<file path="src/rtl/display_pkg.sv">
// Shared constants and scheduler state encoding for the register-view display path.
package display_pkg;

  localparam int unsigned NUM_REGS = 26;
  localparam int unsigned IDX_W    = 5;
  localparam int unsigned DATA_W   = 32;

  typedef enum logic [1:0] {
    SEL  = 2'd0,
    CAP  = 2'd1,
    HOLD = 2'd2
  } sched_state_t;

endpackage

</file>
<file path="src/rtl/btn_debounce.sv">
// Raw push-button conditioner: 2-FF synchroniser, stable-sample debouncer and
// a single-cycle pulse on each accepted rising edge.
module btn_debounce #(
  parameter int unsigned DEB_CYCLES = 1_000_000
) (
  input  logic clk,
  input  logic rst,
  input  logic btn_raw,
  output logic level,
  output logic rise_pulse
);

  localparam int unsigned CNT_W = (DEB_CYCLES > 1) ? $clog2(DEB_CYCLES) : 1;

  logic [1:0]       sync;
  logic [CNT_W-1:0] cnt;
  logic             settled;

  // cnt holds how many consecutive samples so far disagree with level
  assign settled = (cnt == CNT_W'(DEB_CYCLES - 1));

  always_ff @(posedge clk) begin
    if (rst) begin
      sync       <= '0;
      cnt        <= '0;
      level      <= 1'b0;
      rise_pulse <= 1'b0;
    end else begin
      sync       <= {sync[0], btn_raw};
      rise_pulse <= 1'b0;
      if (sync[1] == level) begin
        cnt <= '0;
      end else if (settled) begin
        level      <= sync[1];
        cnt        <= '0;
        rise_pulse <= sync[1];
      end else begin
        cnt <= cnt + CNT_W'(1);
      end
    end
  end

endmodule

</file>
<file path="src/rtl/reg_view_scheduler.sv">
// Chooses which CPU register is shown: drives the external register mux select and
// captures the returned value for the seven-segment displays (auto or button stepping).
module reg_view_scheduler #(
  parameter int unsigned NUM_REGS   = display_pkg::NUM_REGS,
  parameter int unsigned DWELL      = 50_000_000,
  parameter int unsigned DEB_CYCLES = 1_000_000,
  parameter int unsigned IDX_W      = display_pkg::IDX_W
) (
  input  logic             clk,
  input  logic             rst,
  input  logic             btn_next,
  input  logic             btn_prev,
  input  logic             btn_mode,
  input  logic [31:0]      reg_data,
  output logic [IDX_W-1:0] reg_sel,
  output logic [31:0]      disp_value,
  output logic [IDX_W-1:0] disp_idx,
  output logic             auto_mode,
  output logic             new_sel
);

  import display_pkg::*;

  localparam int unsigned DW_W = (DWELL > 1) ? $clog2(DWELL) : 1;

  sched_state_t     state, state_nxt;
  logic [IDX_W-1:0] reg_sel_nxt, disp_idx_nxt, sel_inc, sel_dec;
  logic [31:0]      disp_value_nxt;
  logic             auto_nxt, new_sel_nxt;
  logic [DW_W-1:0]  dwell_cnt, dwell_nxt;
  logic             nxt_p, prv_p, mod_p;
  // debounced levels are not consumed here, only their rising-edge pulses
  logic [2:0]       lvl_unused;

  btn_debounce #(.DEB_CYCLES(DEB_CYCLES)) u_deb_next (
    .clk(clk), .rst(rst), .btn_raw(btn_next), .level(lvl_unused[0]), .rise_pulse(nxt_p)
  );
  btn_debounce #(.DEB_CYCLES(DEB_CYCLES)) u_deb_prev (
    .clk(clk), .rst(rst), .btn_raw(btn_prev), .level(lvl_unused[1]), .rise_pulse(prv_p)
  );
  btn_debounce #(.DEB_CYCLES(DEB_CYCLES)) u_deb_mode (
    .clk(clk), .rst(rst), .btn_raw(btn_mode), .level(lvl_unused[2]), .rise_pulse(mod_p)
  );

  // Wrapping index neighbours; reg_sel stays within 0..NUM_REGS-1
  assign sel_inc = (reg_sel == IDX_W'(NUM_REGS - 1)) ? '0 : reg_sel + IDX_W'(1);
  assign sel_dec = (reg_sel == '0) ? IDX_W'(NUM_REGS - 1) : reg_sel - IDX_W'(1);

  always_ff @(posedge clk) begin
    if (rst) begin
      state      <= SEL;
      reg_sel    <= '0;
      disp_value <= '0;
      disp_idx   <= '0;
      auto_mode  <= 1'b1;
      new_sel    <= 1'b0;
      dwell_cnt  <= '0;
    end else begin
      state      <= state_nxt;
      reg_sel    <= reg_sel_nxt;
      disp_value <= disp_value_nxt;
      disp_idx   <= disp_idx_nxt;
      auto_mode  <= auto_nxt;
      new_sel    <= new_sel_nxt;
      dwell_cnt  <= dwell_nxt;
    end
  end

  always_comb begin
    state_nxt      = state;
    reg_sel_nxt    = reg_sel;
    disp_value_nxt = disp_value;
    disp_idx_nxt   = disp_idx;
    auto_nxt       = auto_mode;
    new_sel_nxt    = 1'b0;
    dwell_nxt      = dwell_cnt;

    case (state)
      SEL: state_nxt = CAP;
      CAP: begin
        disp_value_nxt = reg_data;
        disp_idx_nxt   = reg_sel;
        new_sel_nxt    = 1'b1;
        dwell_nxt      = '0;
        state_nxt      = HOLD;
      end
      HOLD: begin
        disp_value_nxt = reg_data;
        // simultaneous next+prev cancel each other out
        if (nxt_p && prv_p) begin
          state_nxt = HOLD;
        end else if (nxt_p) begin
          reg_sel_nxt = sel_inc;
          state_nxt   = SEL;
        end else if (prv_p) begin
          reg_sel_nxt = sel_dec;
          state_nxt   = SEL;
        end else if (auto_mode && (dwell_cnt == DW_W'(DWELL - 1))) begin
          reg_sel_nxt = sel_inc;
          state_nxt   = SEL;
        end else if (auto_mode) begin
          dwell_nxt = dwell_cnt + DW_W'(1);
        end
      end
      default: state_nxt = SEL;
    endcase

    // mode toggles are honoured in every state
    if (mod_p) begin
      auto_nxt  = ~auto_mode;
      dwell_nxt = '0;
    end
  end

endmodule

</file>
<file path="config.mk">
export PLATFORM = sky130hd
export DESIGN_NAME = reg_view_scheduler
export DESIGN_NICKNAME = d
export VERILOG_FILES = /design/src/rtl/display_pkg.sv /design/src/rtl/btn_debounce.sv /design/src/rtl/reg_view_scheduler.sv
export SDC_FILE = /design/constraint.sdc
export NUM_CORES = 1
export LEC_CHECK = 0
export CORE_MARGIN = 2
export CORE_UTILIZATION = 50
export CTS_CLUSTER_DIAMETER = 80
export CTS_CLUSTER_SIZE = 25
export DETAILED_ROUTE_END_ITERATION = 8
export GPL_ROUTABILITY_DRIVEN = 0
export GPL_TIMING_DRIVEN = 0
export PLACE_DENSITY = 0.73
export SETUP_SLACK_MARGIN = 0.05
export SYNTH_ARGS = -nofsm -noshare
export SYNTH_HDL_FRONTEND = slang
export SYNTH_SLANG_ARGS = --single-unit
</file>
<file path="constraint.sdc">
create_clock -name clk -period 5.8 [get_ports clk]
set_clock_uncertainty 0.2 [all_clocks]
set_input_delay 1.16 -clock clk [delete_from_list [all_inputs] [get_ports clk]]
set_output_delay 1.16 -clock clk [all_outputs]
set_load 0.05 [all_outputs]
</file>
Word-level counts from Yosys, hierarchy flattened
Cells that the tools add are included.
Widths: inputs -> output; s select.
{"block": "totals", "output_inout_bits": 44, "in_bits": 37, "register_bits": 144}
{"block": "op_classes", "bitwise_logic": 8, "n_reduce_logical": 19, "n_addsub": 6, "mux": 17, "n_eq_ne": 16}
{"cell": "$mux 26", "count": 5}
{"cell": "$add 20x1->20 const B", "count": 3}
{"cell": "$eq 20x20->1 const B", "count": 3}
{"cell": "$pmux 26 s2", "count": 1}
{"cell": "$add 26x1->26 const B", "count": 1}
{"cell": "$eq 26x26->1 const B", "count": 1}
{"cell": "$mux 5", "count": 5}
{"cell": "$reduce_or 3->1", "count": 6}
{"cell": "$ne 2x2->1 const B", "count": 5}
{"cell": "$mux 2", "count": 4}
{"cell": "$not 1->1", "count": 8}
{"cell": "$pmux 2 s3", "count": 1}
{"cell": "$reduce_and 2->1", "count": 3}
{"cell": "$reduce_and 6->1", "count": 1}
{"cell": "$add 5x1->5 const B", "count": 1}
{"cell": "$eq 5x5->1 const B", "count": 1}
{"cell": "$logic_not 5->1", "count": 1}
{"cell": "$ne 5x3->1 const B", "count": 1}
{"cell": "$sub 5x1->5 const B", "count": 1}
{"cell": "$reduce_or 2->1", "count": 2}
{"cell": "$eq 1x1->1", "count": 3}
{"cell": "$reduce_and 3->1", "count": 1}
{"cell": "$reduce_bool 3->1", "count": 1}
{"cell": "$eq 2x1->1 const B", "count": 1}
{"cell": "5 further kinds", "count": 6}

Longest topological paths before layout
Gate-level depths: netlist of run 1.
{"block": "logic_depth", "word_depth": 7, "ltp_mapped": 10, "ltp_nobuf": 7}

Hierarchy
A second synthesis of run 1 with hierarchy kept.
{"block": "unflattened", "cells_unflattened": 750, "hier_area_um2": 6676.4}
{"module": "reg_view_scheduler", "seq_area_each_um2": 1441.4, "n_inst": 1, "area_each_um2": 3467.1, "cells_per_inst": 384}
{"module": "btn_debounce", "seq_area_each_um2": 480.5, "n_inst": 3, "area_each_um2": 1069.8, "cells_per_inst": 122}

Least setup slack after synthesis of run 1
Ideal clock, no wire load.
{"block": "synth_path", "path_kind": "input to register", "start": "in rst", "end": "reg dwell_cnt[14]", "path_buffers": 3, "t_required_ps": 5542, "setup_time_ps": 58, "t_arrival_ps": 2359, "path_stages": 7, "slack_ps": 3183, "cell_sequence": "clkbuf_1 > or2_1 > clkbuf_1 > nor2_2 > and2_1 > buf_2 > o22a_1"}
{"block": "synth_via", "elab_chain_len": 1}
{"item": "from (decl)", "line_no": "reg_view_scheduler.sv:10", "rtl": "input logic rst,"}
{"item": "$reduce_or 2->1 (no source line)"}
{"item": "to (signal assigned)", "line_no": "reg_view_scheduler.sv:65", "rtl": "dwell_cnt <= dwell_nxt;"}
{"item": "to (decl)", "line_no": "reg_view_scheduler.sv:30", "rtl": "logic [DW_W-1:0] dwell_cnt, dwell_nxt;"}
No other way between the ends.
A chain may end at the register's enable or synchronous reset.

Final worst setup path of run 1
{"block": "layout_path", "start": "reg reg_sel[0]", "end": "out reg_sel[0]"}
{"item": "from (decl)", "line_no": "reg_view_scheduler.sv:15", "rtl": "output logic [IDX_W-1:0] reg_sel,"}
{"item": "from (signal assigned)", "line_no": "reg_view_scheduler.sv:60", "rtl": "reg_sel <= reg_sel_nxt;"}
No word-level cell between the ends.

==> results.ini, run 1 <==
[run_status]
status = finished clean

[sta]
fmax_mhz = 317
fin_crit_sh = 0.544
period_needed_ns = 3.16
slew_headroom = 0.535
setup-tns-final_ns = 0
setup_ws_ns = 2.64
setup_viol = 0
worstMarginPinSlew_ns = 0.698
rsz0062_at_grt = false
hold_viol = 0
drv_slew = 0

[logic_synthesis]
synth_edf_count = 0
ys_seq_area_frac = 0.439
synth_cell_types = 63
yosys-top-cells-area = dfxtp_1 44%, nor2_1 7.0%, mux2i_1 6.2%
synth_warnings = 0
synth-main-ff-cell = dfxtp_1
syn_nets = 782
synth_area_um2 = 6570
synth.most_common_cell = dfxtp_1
synth_area_per_cell_um2 = 8.94
synthTopCellsByCount = 144 x dfxtp_1, 122 x nor2_1, 48 x nand2_1, 41 x mux2i_1, 38 x a21oi_1
netlist_instances = 735
synth_top_area_frac = 0.439
async_reset_ff_frac = 0
synth-seq-cells = 144
yosysTopAreaCell = dfxtp_1

[clocking]
htreeDepth = 4
cts_num_sinks = 144
cts.clk_slew.worst_paths_ns = 0.06
clkLatencyLatePin_ns = 0.42
cts_buffer_depth = 2
numCtsBuffers = 17
clockRootBuffer = clkbuf_16
cts.repair.resized = 0
post_cts_buffers = 0
cts_tree = built
ctsHoldBuffers = 0

[route]
firstDrtPassIters = 5
vias_per_cell = 5.55
post_drt_wl_per_cell_um = 14.9
drtIter0Drc = 342
route.detailed.drc = 0
vias = 5642
drt-total-wl_mm = 15.2
final_antenna_net_count = 0

[pwr]
power_density_nw_per_um2 = 319
ir_drop_mv = 0.191
leakagePower_nw = 2.99
power_mw = 2.60

[placed_design]
place_area_um2 = 7570
dpl.cell_count = 986
dp_slack_ns = 2.79
hpwl_mm = 10.8
numPortBuffers = 79

[worst_setup_path]
endpoint_kind = output pin
r2r-end = dwell_cnt[24]
path_cells = clkdlybuf4s50_1
critPathTopFamily = buffers and inverters
rrSetupSlack_ns = 3.42
crit_path_top_delay_cell = clkdlybuf4s50_1
critPathMaxStageDelay_ns = 0.87
worstPathArrival_ns = 1.80
crit_path_start_kind = flip-flop
crit_required_ns = 4.44
path_class = flip-flop to output pin
path_max_fanout = 8
crit_buf_inv = 1
worstRegToRegCells = 10
r2r-start = state[1]

[grt]
grt_pass1_wl_mm = 25.4
grt_pass1_vias = 5583
grt_overflow_total = 0
grtUsageTotal = 0.220
antenna_found_initial = 0
grt_max_degree = 17

[floorplan]
coreArea_um2 = 12700
start_util = 0.516
die_area_um2 = 14100
fp.dieH_um = 119
die_width_um = 119
rows = 41
pin_count = 81

[min_path]
hold_path.class = flip-flop to flip-flop
hp-start = u_deb_next.sync[0]
min_path_cells = 1
worst_hold_path.endpoint = u_deb_next.sync[1]

[finish]
final_cell_area_um2 = 8160
area_growth_pct = 24.3
drive_gt1_frac = 0.0734
layout.nets = 880
instances_no_fill = 1017
num_antenna_cells = 0

[flow_run]
cap_violations = 0

## where the power goes
part           switching (mW)  total, mW  internal [mW]
Combinational           0.290      0.457          0.167
Clock                   0.409       1.09          0.684
Sequential             0.0224       1.05           1.03
## placed cells by master (no fill, tap or decap), types with 19 or more instances in the layout
master,n
dfxtp_1,144
nor2_1,122
clkdlybuf4s50_1,79
nand2_1,48
mux2i_1,41
a21oi_1,38
nand3_1,37
xnor2_1,31
xor2_1,26
nand4_1,26
and3_1,22
clkbuf_1,19
## per-layer routing
| layer | part of all wire | GRT usage |
|---|---|---|
| met1 | 0.43 | 0.259 |
| met2 | 0.49 | 0.376 |
| met3 | 0.064 | 0.0642 |
| met4 | 0.020 | 0.0871 |
| met5 | 0 | 0 |
## cell families (layout without fill, tap and decap cells)
logic type / Yosys count / count (layout) / synth area share
buffers and inverters: 50 / 160 / 0.0330
and+or+nand+nor: 332 / 332 / 0.264
AOI/OAI and AO/OA: 101 / 101 / 0.106
muxes: 41 / 41 / 0.0625
xor gates and xnor gates: 57 / 57 / 0.0760
DFF: 144 / 144 / 0.439
adders and majority gates: 10 / 10 / 0.0191
## metrics by stage
stage,hold WS (ns),utilization
floorplan,0.213,-
global placement,0.221,0.595
detailed placement,0.227,0.595
CTS,0.238,0.641
global route,0.246,0.641
finish,0.233,0.641
## registers in the layout, indices dropped and copies added, names as in the netlist, 2 cells and up
register         count
dwell_cnt           26
u_deb_mode.cnt      20
u_deb_prev.cnt      20
u_deb_next.cnt      20
u_deb_prev.sync      2
disp_idx             5
u_deb_next.sync      2
u_deb_mode.sync      2
reg_sel              5
disp_value          32
state                2
## worst max-delay path by stage
stage / start / end / slack [ns] / depth (start not counted)
after global routing: reg_sel[0] / reg_sel[0] / 2.58 / 1
final: reg_sel[0] / reg_sel[0] / 2.64 / 1
after global placement: rst / dwell_cnt[18] / 2.77 / 7
after floorplan: rst / dwell_cnt[14] / 3.18 / 7
after CTS: auto_mode / auto_mode / 2.63 / 1
after detailed placement: rst / dwell_cnt[7] / 2.79 / 7
## final cells by class
| class | count | area, um^2 |
|---|---|---|
| plain buffers | 36 | 164 |
| clock buffers | 21 | 450 |
| clock inverters | 10 | 136 |
| fillers | 1076 | 4560 |
| inverters | 14 | 52.6 |
| multi-input cells | 541 | 3470 |
| flip-flops and latches | 144 | 2880 |
| well taps | 172 | 215 |
| repair buffers | 79 | 791 |
Note: power is estimated with default switching activity, not from simulation.
==> run 2, diff against run 1 <==
==> constraint.sdc (replaced) <==
create_clock -name clk -period 3 [get_ports clk]
set_clock_uncertainty 0.2 [all_clocks]
set_input_delay 0.6 -clock clk [delete_from_list [all_inputs] [get_ports clk]]
set_output_delay 0.6 -clock clk [all_outputs]
set_load 0.05 [all_outputs]
==> results of run 2 <==
Same layout as run 1 (identical final DEF). Status: finished clean.
Among the figures that moved: setup slack after placement 2.79 ns -> 0.549 ns; setup slack after layout 2.64 ns -> 0.403 ns; register-to-register setup slack 3.42 ns -> 0.62 ns; total power 2.60 mW -> 5.03 mW; worst IR drop on VDD 0.191 mV -> 0.370 mV
==> run 3, diff against run 2 <==
--- a/config.mk
+++ b/config.mk
@@ -14,6 +14,7 @@
 export GPL_TIMING_DRIVEN = 0
 export PLACE_DENSITY = 0.73
 export SETUP_SLACK_MARGIN = 0.05
+export SLEW_MARGIN = 20
 export SYNTH_ARGS = -nofsm -noshare
 export SYNTH_HDL_FRONTEND = slang
 export SYNTH_SLANG_ARGS = --single-unit
==> results of run 3 <==
Same layout as run 1 (identical final DEF). Status: finished clean.
Among the figures that moved: setup slack after placement 2.79 ns -> 0.549 ns; setup slack after layout 2.64 ns -> 0.403 ns; register-to-register setup slack 3.42 ns -> 0.62 ns; total power 2.60 mW -> 5.03 mW; worst IR drop on VDD 0.191 mV -> 0.370 mV
==> variant 1: new RTL, settings of run 3 <==
Register the output `disp_value` once more, without a reset; this adds one clock of latency there. The other outputs are not delayed to match.
--- a/src/rtl/reg_view_scheduler.sv
+++ b/src/rtl/reg_view_scheduler.sv
@@ -24,2 +24,4 @@
   localparam int unsigned DW_W = (DWELL > 1) ? $clog2(DWELL) : 1;
+
+  logic [31:0] disp_value_s0;
 
@@ -52,3 +54,3 @@
       reg_sel    <= '0;
-      disp_value <= '0;
+      disp_value_s0 <= '0;
       disp_idx   <= '0;
@@ -60,3 +62,3 @@
       reg_sel    <= reg_sel_nxt;
-      disp_value <= disp_value_nxt;
+      disp_value_s0 <= disp_value_nxt;
       disp_idx   <= disp_idx_nxt;
@@ -71,3 +73,3 @@
     reg_sel_nxt    = reg_sel;
-    disp_value_nxt = disp_value;
+    disp_value_nxt = disp_value_s0;
     disp_idx_nxt   = disp_idx;
@@ -114,2 +116,6 @@
 
+  always_ff @(posedge clk) begin
+    disp_value <= disp_value_s0;
+  end
+
 endmodule
Function: changed (Yosys sat finds a counterexample within 4 cycles, from zero or initial values and one cycle with rst high).
==> variant 1 against run 3 <==
Via count increased by 3.0%; sequential cell count up 32; combinational power fell by 9.3%; worst setup slack got worse by 0.24 ns; final area increased by 6.7%; wire length up 2.5%; count of clock-buffer cells in the layout is the same; synthesized cell count rose by 3.5%; register-to-register slack worse by 0.46 ns; total power increased by 8.1%; synthesized area rose by 8.4%; critical endpoint is now dwell_cnt[17]$_SDFFE_PP0P_.
==> variant 1: results (changes against run 3) <==
[critical_path]
rrSetupSlack_ns=0.16  ; -0.46 ns
r2r_end=dwell_cnt[17]$_SDFFE_PP0P_
r2r_cells=7  ; -3
worstPathArrival_ns=2.97  ; +1.17 ns
critical_path.reg2reg.startpoint=dwell_cnt[7]$_SDFFE_PP0P_
cp_max_fo=10  ; +2
worst_setup_path_end_kind=flip-flop

[yosys]
synthAdderAreaFrac_pct=1.757  ; -0.15 points
synth-main-ff-cell=dfxtp_1
synthMuxAreaShare_pct=6.904  ; +0.66 points
synth_nets=808  ; +3.3%
ys_top_cells_by_count=dfxtp_1 (176), nor2_1 (127), nand2_1 (50)
ys_async_sr_fraction_pct=0  ; unchanged
synth_compound_area_share_pct=9.171  ; -1.5 points
synth_seq_area_share_pct=49.47  ; +5.6 points
synth-seq-cells=176  ; +22%
synth.distinct_cells=58  ; -7.9%
ys_top_cells_by_area=dfxtp_1 (49%), mux2i_1 (6.7%), nor2_1 (6.7%)
synthXorXnorAreaFrac_pct=7.133  ; -0.47 points

[finish]
nMultiInputCombCells=540  ; -0.18%
multiInputGateArea_um2=3427  ; -1.2%
clk_share_pct=6.440  ; -0.75 points
nonClkBufAreaFrac_pct=10.52  ; -1.2 points
n_all_buffers=110  ; -4.3%
ff_latch_area_um2=3523  ; +22%
stdcell_area_um2=8705  ; +6.7%
drive_above_1_share_pct=4.828  ; -2.5 points
reg_top3=disp_value (32), disp_value_s0 (32), dwell_cnt (26)
finish.net_count=906  ; +3.0%
nNonClkInverters=14  ; unchanged
n_fill_cell=1124  ; +4.5%

[min_path]
hold_depth=0  ; -1
min_from=disp_value_s0[18]$_SDFFE_PP0P_
worst_hold_path.endpoint=disp_value[18]$_DFF_P_

[status]
outcome=finished clean

[place]
hpwl_um=11050  ; +2.1%
dpl_cell_area_um2=8138  ; +7.5%
pre_cts_slack_ns=0.1186  ; -0.4300 ns

[clock_tree]
root_buffer=clkbuf_16
post-cts-setup-buffers=0  ; unchanged

[timing]
slew_headroom_pct=31.97  ; -21 points
period_minus_slack_ns=2.840  ; +0.2429 ns

[global_routing]
grt_pass1_wl_um=25900  ; +1.8%
grtUsageTotal_pct=21.52  ; -0.52 points
grt_pass1_vias=5603  ; +0.36%

[drt]
vias_per_cell=5.533  ; -0.26%
wl_per_cell_um=14.83  ; -0.75%
drtIter0Drc=541  ; +58%

[power_and_ir_drop]
power.static_leakage_uw=0.003123  ; +4.3%
peakVddDrop_v=0.0004625  ; +25%
swShare_pct=26.18  ; -1.5 points

variant 1: changes by cell type after synthesis, moves of 5 or more:
cell / before / now
or3_1: 5 / 10
a21oi_1: 38 / 27
buf_2: 11 / 1
dfxtp_1: 144 / 176
a211oi_1: 2 / 9
and3_1: 22 / 14
nor2_1: 122 / 127
nor4b_1: 10 / 5
nand4_1: 26 / 19
mux2i_1: 41 / 48
o22a_1: 9 / 14
clkbuf_1: 16 / 25
nor4_1: 3 / 10
variant 1: power by group through the flow:
stage	registers, uW	logic, uW	clock network [uW]
3_3_place_gp	2580	787	0
6_report	2530	801	2100
2_1_floorplan	2800	316	0
3_5_place_dp	2580	799	0
5_1_grt	2550	859	2230
4_1_cts	2530	805	2140
variant 1: logic make-up after synthesis:
kind of cell,after synthesis
XOR/XNOR,58
buffers and inverters,45
AO/OA/AOI/OAI,92
flip-flops,176
AND/OR/NAND/NOR,331
adder cells (fa/ha/maj),10
multiplexers,49
variant 1: metal layers:
metal / global-route usage (%) / up-vias / wire [um]
met3: 9.271 / 37 / 1393
met1: 25.39 / 2713 / 6610
met2: 34.07 / 197 / 7206
met4: 9.375 / 0 / 363
met5: 0 / - / 0
li1: - / 2863 / -
variant 1: through the flow:
step,std cells,util (%),hold WS (ns)
3_5_place_dp,1020,58.63,0.1377
2_1_floorplan,761,-,0.1301
5_1_grt,1050,62.71,0.1574
3_3_place_gp,1020,58.63,0.1351
4_1_cts,1050,62.66,0.1512
6_report,1050,62.71,0.1496
variant 1: critical path: stages, from the launching register on:
cell and delay, ns:
dfxtp_1 0.29, clkbuf_1 0.17, or4b_1 0.64, or4_4 0.51, o21ai_2 0.31, buf_4 0.24, o21ai_1 0.08, a311oi_1 0.29
variant 1: timing repair:
action	in CTS	in global routing
endpoints found under the setup margin	0	15
resized for setup	0	1
endpoints found under the hold margin	0	0
==> variant 2: new RTL, settings of run 3 <==
Made on the original files. The parameter `DWELL` goes from 50_000_000 to 100_000_000.
--- a/src/rtl/reg_view_scheduler.sv
+++ b/src/rtl/reg_view_scheduler.sv
@@ -4,3 +4,3 @@
   parameter int unsigned NUM_REGS   = display_pkg::NUM_REGS,
-  parameter int unsigned DWELL      = 50_000_000,
+  parameter int unsigned DWELL      = 100_000_000,
   parameter int unsigned DEB_CYCLES = 1_000_000,
Formal check against the unedited RTL: same outputs for any inputs over 10 cycles, from zero or initial values and one cycle with rst high; that may be too few to reach the edited logic, so the function may still have changed.
==> variant 2 against run 3 <==
Wire length rose by 1.7%; combinational power decreased by 7.8%; sequential cell count up 1; utilization fell by 0.051 points; synthesized cell count shrank 1.1%; final area decreased by 1.3%; worst hold slack improved by 0.014 ns; final cell count decreased by 0.79%; worst setup slack got worse by 0.18 ns; synthesized area decreased by 2.1%; total power rose by 0.98%; critical path type is now flip-flop to flip-flop.
==> variant 2: results (changes against run 3) <==
[status]
outcome=finished clean

[yosys]
ys_top_cells_by_area=dfxtp_1 (45%), nor2_1 (7.9%), mux2i_1 (6.4%)
synth-seq-cells=145  ; +0.69%
synth_compound_area_share_pct=9.578  ; -1.1 points
synth_nets=774  ; -1.0%
synthMuxAreaShare_pct=6.385  ; +0.14 points
synth.distinct_cells=62  ; -1.6%
ys_top_cells_by_count=dfxtp_1 (145), nor2_1 (136), nand2_1 (42)
synth_seq_area_share_pct=45.16  ; +1.3 points
synthXorXnorAreaFrac_pct=7.903  ; +0.30 points

[finish]
drive_above_1_share_pct=5.735  ; -1.6 points
clkbuf_count=18  ; -14%
nonClkBufAreaFrac_pct=11.37  ; -0.33 points
multiInputGateArea_um2=3336  ; -3.8%
nNonClkInverters=17  ; +3
clk_share_pct=7.720  ; +0.53 points
n_all_buffers=107  ; -7.0%
seq_share_pct=36.04  ; +0.71 points
nMultiInputCombCells=537  ; -0.74%
finish.net_count=872  ; -0.91%

[critical_path]
worst_path_largest_cell_delay_ns=0.44  ; -0.43 ns
rrSetupSlack_ns=0.22  ; -0.40 ns
worstPathArrival_ns=2.89  ; +1.09 ns
r2r_end=dwell_cnt[19]$_SDFFE_PP0P_
cpLargestDelayFamily=compound AO/OA/AOI/OAI gates
cp_max_fo=10  ; +2
r2r_cells=9  ; -1
slowest_stage=nor4bb_1

[global_routing]
grtUsageTotal_pct=22.85  ; +0.81 points
grtUsageMet1_pct=28.00  ; +2.1 points
met3_usage_pct=5.253  ; -1.2 points
grt_pass1_wl_um=26050  ; +2.4%

[place]
dpl_cell_area_um2=7433  ; -1.9%

[min_path]
worst_hold_path.endpoint=u_deb_prev.sync[1]$_SDFF_PP0_
min_from=u_deb_prev.sync[0]$_SDFF_PP0_

[power_and_ir_drop]
p_switching_uw=1365  ; -2.1%
power.static_leakage_uw=0.002812  ; -6.1%
clock_power_uw=2220  ; +5%
sequentialPowerShare_pct=40.3  ; -0.2 points
peakVddDrop_v=0.0006613  ; +79%

[timing]
tightest_slew_ns=0.8123  ; +0.1142 ns

[drt]
dr_wl_met2_um=7896  ; +6.9%
drtIter0Drc=350  ; +2.3%

## variant 2: cell count changes in the layout (fill, tap and decap cells not counted), sizes merged, moves of 5 or more
cell   delta
a21oi    -20
nor2     +13
buf      -10
o22a      -9
xor2      +9
xnor2     -8
and2      -7
o21ai     +7
or4       +7
and3      -6
nand2     -6
nand4     -6
o22ai     +6
o21a      +5
## variant 2: cells by family (layout without fill, tap and decap cells)
family	count (synthesis)	after routing
xor+xnor	58	58
compound gates	93	93
buf+inv	45	155
fa+ha+maj	10	10
flops	145	145
mux	41	41
simple gates	335	335
## variant 2: through the flow
stage	hold slack [ns]	std cells	worst slack (ns)	total power, uW	util (%)
3_5_place_dp	0.2325	978	0.2816	2894	59.14
5_1_grt	0.2676	1009	0.05428	5252	64.09
6_report	0.2465	1009	0.2188	5081	64.09
3_3_place_gp	0.2315	978	0.3008	2882	59.14
4_1_cts	0.2505	1009	0.2722	5111	64.09
2_1_floorplan	0.2138	727	0.6743	2629	-
